[config.mk]
export PLATFORM = sky130hd
export DESIGN_NAME = cmos_multi_select
export DESIGN_NICKNAME = d
export VERILOG_FILES = /design/src/rtl/cmos_multi_select.sv
export SDC_FILE = /design/constraint.sdc
export NUM_CORES = 1
export LEC_CHECK = 0
export ABC_AREA = 0
export BUFFER_PORTS_ARGS = -buffer_cell sky130_fd_sc_hd__buf_2
export CAP_MARGIN = 5
export CORE_ASPECT_RATIO = 0.8
export CORE_MARGIN = 2
export CORE_UTILIZATION = 60
export DETAILED_ROUTE_END_ITERATION = 12
export PLACE_DENSITY = 0.8
export SLEW_MARGIN = 20
export SYNTH_ARGS = -nofsm -noshare
export SYNTH_HDL_FRONTEND = slang
export SYNTH_SLANG_ARGS = --single-unit
[constraint.sdc]
create_clock -name clk -period 3.94 [get_ports clk]
set_clock_uncertainty 0.05 [all_clocks]
set_input_delay 0.985 -clock clk [delete_from_list [all_inputs] [get_ports clk]]
set_output_delay 0.985 -clock clk [all_outputs]
set_load 0.1 [all_outputs]
[src/rtl/cmos_multi_select.sv]
// -----------------------------------------------------------------------------
// cmos_multi_select
//
// N-channel CMOS camera source selector. Two active-low push-buttons step a
// requested channel forward/backward with wrap-around; the request is only
// applied to the output mux at a vsync rise of the currently selected camera,
// or at once if that camera has stopped producing frames. Per-channel liveness
// is reported from a vsync-rise timeout counter.
//
// Ports:
//   clk            - system clock (single domain)
//   reset          - asynchronous, active-high reset
//   key_next       - "next channel" push-button, active low, asynchronous
//   key_prev       - "previous channel" push-button, active low, asynchronous
//   cmos_in_vsync  - per-channel vsync, channel i is bit i
//   cmos_in_href   - per-channel href
//   cmos_in_pclk   - per-channel pixel clock
//   cmos_in_d      - per-channel pixel data, channel i at [i*DATA_W +: DATA_W]
//   cmos_vsync     - vsync of the selected channel
//   cmos_href      - href of the selected channel
//   cmos_pclk      - pclk of the selected channel
//   cmos_d         - pixel data of the selected channel
//   sel_ch         - channel currently driving the outputs
//   req_ch         - channel requested by the buttons
//   switch_pending - high while req_ch differs from sel_ch
//   ch_alive       - bit i high if channel i had a vsync rise recently
// -----------------------------------------------------------------------------
module cmos_multi_select #(
    parameter int  NUM_CH       = 2,
    parameter int  DATA_W       = 8,
    parameter int  DEBOUNCE_CNT = 65534,
    parameter int  TIMEOUT_CYC  = 2000000,
    localparam int SEL_W        = (NUM_CH > 2) ? $clog2(NUM_CH) : 1
) (
    input  logic                     clk,
    input  logic                     reset,
    input  logic                     key_next,
    input  logic                     key_prev,
    input  logic [NUM_CH-1:0]        cmos_in_vsync,
    input  logic [NUM_CH-1:0]        cmos_in_href,
    input  logic [NUM_CH-1:0]        cmos_in_pclk,
    input  logic [NUM_CH*DATA_W-1:0] cmos_in_d,
    output logic                     cmos_vsync,
    output logic                     cmos_href,
    output logic                     cmos_pclk,
    output logic [DATA_W-1:0]        cmos_d,
    output logic [SEL_W-1:0]         sel_ch,
    output logic [SEL_W-1:0]         req_ch,
    output logic                     switch_pending,
    output logic [NUM_CH-1:0]        ch_alive
);

    localparam int DB_W = $clog2(DEBOUNCE_CNT + 1);
    localparam int LV_W = $clog2(TIMEOUT_CYC + 1);

    localparam logic [DB_W-1:0]  DB_MAX  = DB_W'(DEBOUNCE_CNT);
    localparam logic [DB_W-1:0]  DB_LAST = DB_W'(DEBOUNCE_CNT - 1);
    localparam logic [LV_W-1:0]  LV_MAX  = LV_W'(TIMEOUT_CYC);
    localparam logic [SEL_W-1:0] LAST_CH = SEL_W'(NUM_CH - 1);

    // Index 0 is the "next" key, index 1 the "prev" key.
    logic [1:0]        key_raw;
    logic [1:0]        key_s1;
    logic [1:0]        key_s2;
    logic [1:0]        press;
    logic [DB_W-1:0]   db_cnt [2];

    logic [NUM_CH-1:0] vs_s1;
    logic [NUM_CH-1:0] vs_s2;
    logic [NUM_CH-1:0] vs_d;
    logic [NUM_CH-1:0] vs_rise;
    logic [LV_W-1:0]   live_cnt [NUM_CH];

    logic [SEL_W-1:0]  req_inc;
    logic [SEL_W-1:0]  req_dec;

    assign key_raw = {key_prev, key_next};

    // Two-flop synchronisers. Keys reset to the released (high) level so a
    // reset never looks like a press; vsync resets low so a channel that is
    // high at release still produces one clean rise.
    always_ff @(posedge clk or posedge reset) begin
        if (reset) begin
            key_s1 <= 2'b11;
            key_s2 <= 2'b11;
            vs_s1  <= '0;
            vs_s2  <= '0;
            vs_d   <= '0;
        end else begin
            key_s1 <= key_raw;
            key_s2 <= key_s1;
            vs_s1  <= cmos_in_vsync;
            vs_s2  <= vs_s1;
            vs_d   <= vs_s2;
        end
    end

    // Debounce: the counter saturates, so the pulse (taken on the step from
    // DEBOUNCE_CNT-1 to DEBOUNCE_CNT) fires once per press however long the
    // key is held.
    always_ff @(posedge clk or posedge reset) begin
        if (reset) begin
            for (int k = 0; k < 2; k++) begin
                db_cnt[k] <= '0;
            end
            press <= '0;
        end else begin
            for (int k = 0; k < 2; k++) begin
                if (key_s2[k]) begin
                    db_cnt[k] <= '0;
                end else if (db_cnt[k] != DB_MAX) begin
                    db_cnt[k] <= db_cnt[k] + 1'b1;
                end
                press[k] <= !key_s2[k] && (db_cnt[k] == DB_LAST);
            end
        end
    end

    // Registered vsync rise detect plus liveness timeout. Counters start
    // saturated so every channel reads dead until it shows a frame.
    always_ff @(posedge clk or posedge reset) begin
        if (reset) begin
            vs_rise <= '0;
            for (int i = 0; i < NUM_CH; i++) begin
                live_cnt[i] <= LV_MAX;
            end
        end else begin
            vs_rise <= vs_s2 & ~vs_d;
            for (int i = 0; i < NUM_CH; i++) begin
                if (vs_rise[i]) begin
                    live_cnt[i] <= '0;
                end else if (live_cnt[i] != LV_MAX) begin
                    live_cnt[i] <= live_cnt[i] + 1'b1;
                end
            end
        end
    end

    always_comb begin
        ch_alive = '0;
        for (int i = 0; i < NUM_CH; i++) begin
            ch_alive[i] = (live_cnt[i] != LV_MAX);
        end
    end

    always_comb begin
        req_inc = (req_ch == LAST_CH) ? '0 : req_ch + 1'b1;
        req_dec = (req_ch == '0) ? LAST_CH : req_ch - 1'b1;
    end

    assign switch_pending = (req_ch != sel_ch);

    // Selection state. The commit samples req_ch before this edge's button
    // update, so a press landing on the commit cycle stays pending for the
    // next frame boundary.
    always_ff @(posedge clk or posedge reset) begin
        if (reset) begin
            sel_ch <= '0;
            req_ch <= '0;
        end else begin
            if (switch_pending && (vs_rise[sel_ch] || !ch_alive[sel_ch])) begin
                sel_ch <= req_ch;
            end
            if (press[0] && !press[1]) begin
                req_ch <= req_inc;
            end else if (press[1] && !press[0]) begin
                req_ch <= req_dec;
            end
        end
    end

    always_comb begin
        cmos_vsync = cmos_in_vsync[0];
        cmos_href  = cmos_in_href[0];
        cmos_pclk  = cmos_in_pclk[0];
        cmos_d     = cmos_in_d[DATA_W-1:0];
        for (int i = 1; i < NUM_CH; i++) begin
            if (sel_ch == SEL_W'(i)) begin
                cmos_vsync = cmos_in_vsync[i];
                cmos_href  = cmos_in_href[i];
                cmos_pclk  = cmos_in_pclk[i];
                cmos_d     = cmos_in_d[i*DATA_W +: DATA_W];
            end
        end
    end

endmodule

# Word level (Yosys, flattened, before mapping)
# Index checks and enable logic that the tools add are counted.
[op_classes]
addsub = 6
magnitude_cmp = 1
eq_ne = 7
mux = 20
n_bitwise = 2
reduce_logical = 16
[ops]
columns = ["operator", "count"]
rows = [
  ["$mux 21", 4],
  ["$mux 16", 4],
  ["$add 21x1->21 const B", 2],
  ["$ne 21x21->1 const B", 2],
  ["$add 16x1->16 const B", 2],
  ["$eq 16x16->1 const B", 2],
  ["$ne 16x16->1 const B", 2],
  ["$mux 1", 11],
  ["$reduce_bool 2->1", 5],
  ["$mux 8", 1],
  ["$logic_and 1x1->1", 5],
  ["$logic_not 1->1", 5],
  ["$and 2x2->2", 1],
  ["$lt 1x2->1 const B", 1],
  ["$not 2->2", 1],
  ["$add 1x1->1 const B", 1],
  ["$logic_or 1x1->1", 1],
  ["$ne 1x1->1", 1],
  ["$sub 1x1->1 const B", 1],
]
[totals]
ff_bits = 90
out_inout_bits = 16
word_cells = 65

# Depth between registers and ports, before layout
# Gate-level depths: netlist of the first run.
[logic_depth]
ltp_word = 6
ltp_mapped = 7
depth_no_buf = 6

# Worst setup path after synthesis of the first run
# OpenSTA, ideal clock, no wires.
[synth_path]
path_type = "register to output"
start = "register sel_ch"
end = "output port switch_pending"
arrival_ps = 2858
t_required_ps = 2905
path_slack_ps = 47
path_stages_with_launch = 3
cell_sequence = "dfrtp_1 -> buf_1 -> xor2_1"
[synth_between]
elab_chain_len = 1
[synth_lines]
columns = ["item", "line", "text"]
rows = [
  ["start, declared", "47", "output logic [SEL_W-1:0] sel_ch,"],
  ["start signal, assigned", "162", "sel_ch <= req_ch;"],
  ["$ne 1x1->1", "151", "assign switch_pending = (req_ch != sel_ch);"],
  ["end, declared", "49", "output logic switch_pending,"],
]
# No other way between the ends.

# Final worst setup path of the first run
[layout_path]
start = "register live_cnt[7] (netlist name)"
end = "output port ch_alive[1]"
[layout_between]
elab_chain_len = 1
[layout_lines]
columns = ["item", "line", "text"]
rows = [
  ["start, declared", "72", "logic [LV_W-1:0] live_cnt [NUM_CH];"],
  ["start signal, assigned by index", "133", "live_cnt[i] <= live_cnt[i] + 1'b1;"],
  ["$ne 21x21->1", "142", "ch_alive[i] = (live_cnt[i] != LV_MAX);"],
  ["end, declared", "50", "output logic [NUM_CH-1:0] ch_alive"],
]
# No other way between the ends.

==> out/metrics.yaml, run 1 <==
status:
  status: "completed"
die:
  io_pins: 42
  rows: 28
  fp.dieH_um: 83.4
  die_x_um: 103
  initial_core_util_pct: 62.7
  coreArea_mm2: 0.00753
  die-area_mm2: 0.00860
synthesis:
  synth_most_common_cell: "dfrtp_1"
  syn_area_per_cell_um2: 9.64
  ys_ff_latch: 90
  synthFlopType: "dfrtp_1"
  synth_compound_area_share_pct: 12.2
  synthAdderAreaFrac_pct: 2.91
  synth_area_mm2: 0.00472
  yosysSeqAreaShare_pct: 48.1
  synth-async-reset-ratio_pct: 100
  synth_cell_types: 47
  synthMuxAreaShare_pct: 4.77
  synthesis.nets: 527
  syn_inst: 490
  synth_top_cell_by_area: "dfrtp_1"
  synth_warnings: 0
  synthTopCellsByArea: "dfrtp_1 38%, dfstp_2 10%, a21oi_1 4.8%"
  synth_top_family_by_area: "simple AND/OR/NAND/NOR gates"
  synth_top_cell_area_share_pct: 38.1
  synth_edf_count: 0
  synth-xor-area-share_pct: 3.89
  yosys.area_share.simple_pct: 24.0
  netlist_top_cells_count: "72 x dfrtp_1, 45 x a21oi_1, 32 x nor2_1"
global_route:
  grt_overflow_total: 0
  grt_usage_pct: 23.8
  antenna_found_initial: 0
  grt_max_degree: 79
  grt_pass1_wl_um: 16400
  grt_pass1_vias: 3594
timing:
  finalWorstSetupSlack_ns: 0.803
  max_slew_margin_pct: 51.2
  rsz0062_at_grt: "false"
  maxSlewViolCount: 0
  hold_viol: 0
  tns_ns: 0
  worst_pin_slew_ns: 0.732
  fin_crit_sh_pct: 79.6
  timing.fmax_mhz: 319
  setup_violations: 0
  min_period_ns: 3.14
worst_hold_path:
  min_path_type: "register to register"
placement:
  hpwl_um: 6300
  place_congestion: 0.859
  dpl_worst_slack_ns: 1.19
  numPortBuffers: 41
finish:
  fin_nets: 555
  multiInputGateArea_mm2: 0.00225
  fillers: 584
  drive_above_1_share_pct: 19.7
  area_delta_synth_final_pct: 9.93
  fin_util_pct: 69.0
  n_antenna_cell: 0
  seq_area_mm2: 0.00227
routing:
  vias_per_cell: 5.85
  drc_errors: 0
  firstDrtPassIters: 5
  drtAntennaViolNets: 0
  vias: 3675
  drt_iter0_drc: 170
  routed_wl_um: 9190
  drt-wirelength-per-cell_um: 14.6
pwr:
  power_mw: 1.90
  ir_drop_v: 0.000229
  power_density_mw_per_mm2: 366
  p_leak_nw: 2.11
cts:
  cts_hold_buf: 0
  worstSkewPairLatency_ns: 0.36
  cts_tree: "built"
  cts.repair.resized: 0
  cts_setup_buffers: 0
  path_clk_slew_ns: 0.09
  htreeDepth: 3
  clk_path_buf_depth: 2
  cts.sinks: 90
  root_buffer: "clkbuf_8"
  cts_made_buffers: 9
worst_setup_path:
  r2r_setup_slack_ns: 1.61
  path_cells: "nor4b_1, nand4_1, or2_2, buf_2"
  max_stage_delay_ns: 0.58
  cp.required_ns: 2.90
  worst_path_max_delay_cell: "dfstp_2"
  critPathMaxFanout: 7
  cp-end-kind: "output port"
  cp-start-kind: "register"
  crit_type: "register to output port"
  crit_arrival_ns: 2.10
flow_run:
  drv_cap: 0
## stage by stage
| stage | area, um2 | hold WS, ns | instances |
|---|---|---|---|
| CTS | 5190 | 0.310 | 628 |
| detailed placement | 4980 | 0.289 | 612 |
| global route | 5190 | 0.314 | 628 |
| global placement | 4980 | 0.287 | 612 |
| finish | 5190 | 0.307 | 628 |
| floorplan | 4720 | 0.281 | 490 |
## routing by layer
layer,vias to the layer above,wire length [um],track usage (%)
li1,1835,-,-
met5,-,0,0
met2,54,4440,36.4
met3,10,319,7.41
met1,1776,4340,32.7
met4,0,87,6.70
## state kept, by name, indices dropped and copies added (netlist names)
| signal | cells |
|---|---|
| db_cnt | 32 |
| key_s1 | 2 |
| key_s2 | 2 |
| live_cnt | 42 |
| press | 2 |
| req_ch | 1 |
| sel_ch | 1 |
| vs_d | 2 |
| vs_rise | 2 |
| vs_s1 | 2 |
| vs_s2 | 2 |
## final cells by class
class                      instances  area share [%]
clock inverter                     6            1.73
sequential                        90            43.8
timing repair buffer              42            4.34
multi-input combinational        351            43.4
inverter                          24            1.76
clock buffer                      10            2.46
tap                              105            2.53
## cell families after synthesis
| logic type | Yosys count |
|---|---|
| simple gates | 200 |
| compound gates | 99 |
| flops | 90 |
| buf+inv | 49 |
| xor+xnor | 21 |
| mux | 20 |
| fa+ha+maj | 11 |
## layout by cell type (no fill, tap or decap), drive strengths merged, types with 21 or more instances in the layout
master / n
inv: 24
dfrtp: 72
nor3: 21
a21oi: 45
or3: 21
o21ai: 24
buf: 42
nor2: 32
nand2: 24
## path summary, 6_finish.rpt
kind | start | endpoint | depth (start not counted)
max | live_cnt[7]$_DFFE_PP1P_ | ch_alive[1] | 4
min | vs_s1[0]$_DFF_PP0_ | vs_s2[0]$_DFF_PP0_ | 0
max reg2reg | live_cnt[0]$_DFFE_PP0P_ | live_cnt[18]$_DFFE_PP1P_ | 5
min reg2reg | vs_s1[0]$_DFF_PP0_ | vs_s2[0]$_DFF_PP0_ | 0
max in group asynchronous | reset | live_cnt[41]$_DFFE_PP1P_ | 3
min in group asynchronous | reset | db_cnt[18]$_DFFE_PP0P_ | 2
## where the power goes
part           internal (mW)  switching, mW
Combinational         0.0652          0.115
Sequential             0.966         0.0665
Clock                  0.360          0.328
Total                   1.39          0.510
## worst max-delay path: cells and delay by family, from the launching register on
family / cells / cell delay (ns)
buf+inv: 1 / 0.29
simple gates: 3 / 0.87
flops: 1 / 0.58
No activity file was read; power rests on OpenSTA's default activity.
==> inputs of run 2 (changes only) <==
--- a/config.mk
+++ b/config.mk
@@ -10,9 +10,9 @@
 export CAP_MARGIN = 5
 export CORE_ASPECT_RATIO = 0.8
 export CORE_MARGIN = 2
-export CORE_UTILIZATION = 60
+export CORE_UTILIZATION = 54
 export DETAILED_ROUTE_END_ITERATION = 12
-export PLACE_DENSITY = 0.8
+export PLACE_DENSITY = 0.76
 export SLEW_MARGIN = 20
 export SYNTH_ARGS = -nofsm -noshare
 export SYNTH_HDL_FRONTEND = slang
==> constraint.sdc (replaced) <==
create_clock -name clk -period 2.55 [get_ports clk]
set_clock_uncertainty 0.05 [all_clocks]
set_input_delay 0.6375 -clock clk [delete_from_list [all_inputs] [get_ports clk]]
set_output_delay 0.6375 -clock clk [all_outputs]
set_load 0.1 [all_outputs]
==> out/metrics.yaml, run 2 (synthesis gave the netlist of run 1 again) <==
pwr:
  p_leak_nw: 2.19  # +3.7%
  power_mw: 3.09  # +62%
  ir_drop_v: 0.000425  # +86%
  power_density_mw_per_mm2: 570  # +56%
die:
  fp.dieH_um: 87.7  # +5.1%
  die_x_um: 109  # +5.2%
  initial_core_util_pct: 55.7  # -7.0 points
  die-area_mm2: 0.00952  # +11%
  coreArea_mm2: 0.00848  # +13%
  rows: 30  # +7.1%
  io_pins: 42  # unchanged
timing:
  timing.fmax_mhz: 385
  fin_crit_sh_pct: 102
  hold_viol: 0  # unchanged
  finalWorstSetupSlack_ns: -0.0461  # -0.849 ns
  min_period_ns: 2.60
  rsz0062_at_grt: "true"
  max_slew_margin_pct: 54.1  # +2.9 points
  tns_ns: -0.0461  # -0.0461 ns
  worst_pin_slew_ns: 0.689  # -0.0429 ns
  maxSlewViolCount: 0  # unchanged
  setup_violations: 1  # +1
cts:
  cts.sinks: 90  # unchanged
  worstSkewPairLatency_ns: 0.36  # about the same
  path_clk_slew_ns: 0.09  # about the same
  cts_tree: "built"
  htreeDepth: 3  # unchanged
  cts_made_buffers: 9  # unchanged
  cts_hold_buf: 0  # unchanged
  root_buffer: "clkbuf_8"
  clk_path_buf_depth: 2  # unchanged
worst_setup_path:
  cp-end-kind: "output port"
  r2r_cells: 5  # unchanged
  cp-start-kind: "register"
  reg2reg_to: "live_cnt[18]$_DFFE_PP1P_"
  crit_path_end: "ch_alive[0]"
  crit_type: "register to output port"
  cp.required_ns: 1.86  # -1.04 ns
  r2r_setup_slack_ns: 0.25  # -1.36 ns
  r2r-start: "live_cnt[0]$_DFFE_PP0P_"
  crit_arrival_ns: 1.91  # -0.19 ns
  startpoint: "live_cnt[31]$_DFFE_PP1P_"
  critPathMaxFanout: 4  # -3
placement:
  numPortBuffers: 41  # unchanged
  dpl_worst_slack_ns: 0.265  # -0.922 ns
  dpl.cell_count: 627  # +2.5%
  place_congestion: 0.834  # -2.9%
  hpwl_um: 6790  # +7.8%
routing:
  vias_per_cell: 6.03  # +3.0%
  drtAntennaViolNets: 0  # unchanged
  vias: 3888  # +5.8%
  routed_wl_um: 10100  # +9.4%
  drt_iter0_drc: 218  # +28%
  firstDrtPassIters: 5  # unchanged
  drt-wirelength-per-cell_um: 15.6  # +6.5%
  drc_errors: 0  # unchanged
finish:
  reg_top3: "live_cnt x42, db_cnt x32"
  n_antenna_cell: 0  # unchanged
  final_cell_mix: "70 x dfrtp_1, 45 x a21oi_1, 39 x buf_2"
  regMostFlops: "live_cnt"
  drive_above_1_share_pct: 22.9  # +3.2 points
  fillers: 708  # +21%
  area_delta_synth_final_pct: 14.5
  fin_cells: 645  # +2.7%
  final_common_cell: "dfrtp_1"
  largest_reg_flops: 42  # unchanged
  fin_nets: 565  # +1.8%
flow_run:
  drv_cap: 0  # unchanged
global_route:
  grt_pass1_vias: 3610  # +0.45%
  grt_max_degree: 38  # -52%
  grt_usage_pct: 22.4  # -1.4 points
  grt_pass1_wl_um: 16900  # +3.2%
  antenna_found_initial: 0  # unchanged
  grt_overflow_total: 0  # unchanged
status:
  status: "complete, but fails checks"
  violations: "negative setup slack"
worst_hold_path:
  min_path_type: "input pin to async pin"
==> run 2: worst min path at each step <==
stage | from | to | slack (ns) | cells after the start
finish | reset | vs_s1[1]$_DFF_PP0_ | 0.31 | 2
global placement | vs_s1[1]$_DFF_PP0_ | vs_s2[1]$_DFF_PP0_ | 0.28 | 0
detailed placement | key_s1[0]$_DFF_PP1_ | key_s2[0]$_DFF_PP1_ | 0.30 | 0
floorplan | vs_s1[0]$_DFF_PP0_ | vs_s2[0]$_DFF_PP0_ | 0.28 | 0
global route | key_prev | key_s1[1]$_DFF_PP1_ | 0.31 | 1
CTS | key_prev | key_s1[1]$_DFF_PP1_ | 0.30 | 1
==> run 2: layout make-up <==
class	count	area, um2	area share, %
clock inverters	6	114	2.10
well taps	112	140	2.59
flip-flops and latches	90	2280	42.1
inverters	24	93.8	1.73
multi-input cells	351	2320	43.0
clock buffers	10	128	2.36
repair buffers	52	334	6.17
==> run 2: through the flow <==
step / utilization, % / cell area (um2) / hold slack [ns]
6_report: 63.8 / 5410 / 0.310
5_1_grt: 63.8 / 5410 / 0.305
4_1_cts: 63.3 / 5370 / 0.304
3_5_place_dp: 59.9 / 5080 / 0.298
3_3_place_gp: 59.9 / 5080 / 0.284
2_1_floorplan: - / 4750 / 0.281
==> run 2: where the power goes <==
part           leakage [nW]  internal, mW  switching [mW]
logic                 0.918         0.112           0.196
registers              1.16          1.49           0.106
clock network         0.113         0.655           0.525
total                  2.19          2.26           0.827
==> run 2: layer usage <==
layer,GRT usage (%),wire length (um)
met1,30.6,4450
met3,4.84,494
met2,36.4,4920
met4,6.29,188
met5,0,0
==> run 2: worst max-delay path, stage by stage (launching register included) <==
cell,delay (ns)
dfstp_2,0.58
nor4bb_4,0.34
and4_4,0.29
nand2_1,0.11
buf_6,0.22
==> run 2: what timing repair did <==
action | in CTS | in global routing
resized for setup | 10 | 7
hold endpoints to repair | 0 | 0
endpoints found under the setup margin | 2 | 2
pin swaps | 1 | 2
buffers inserted | 1 | 1
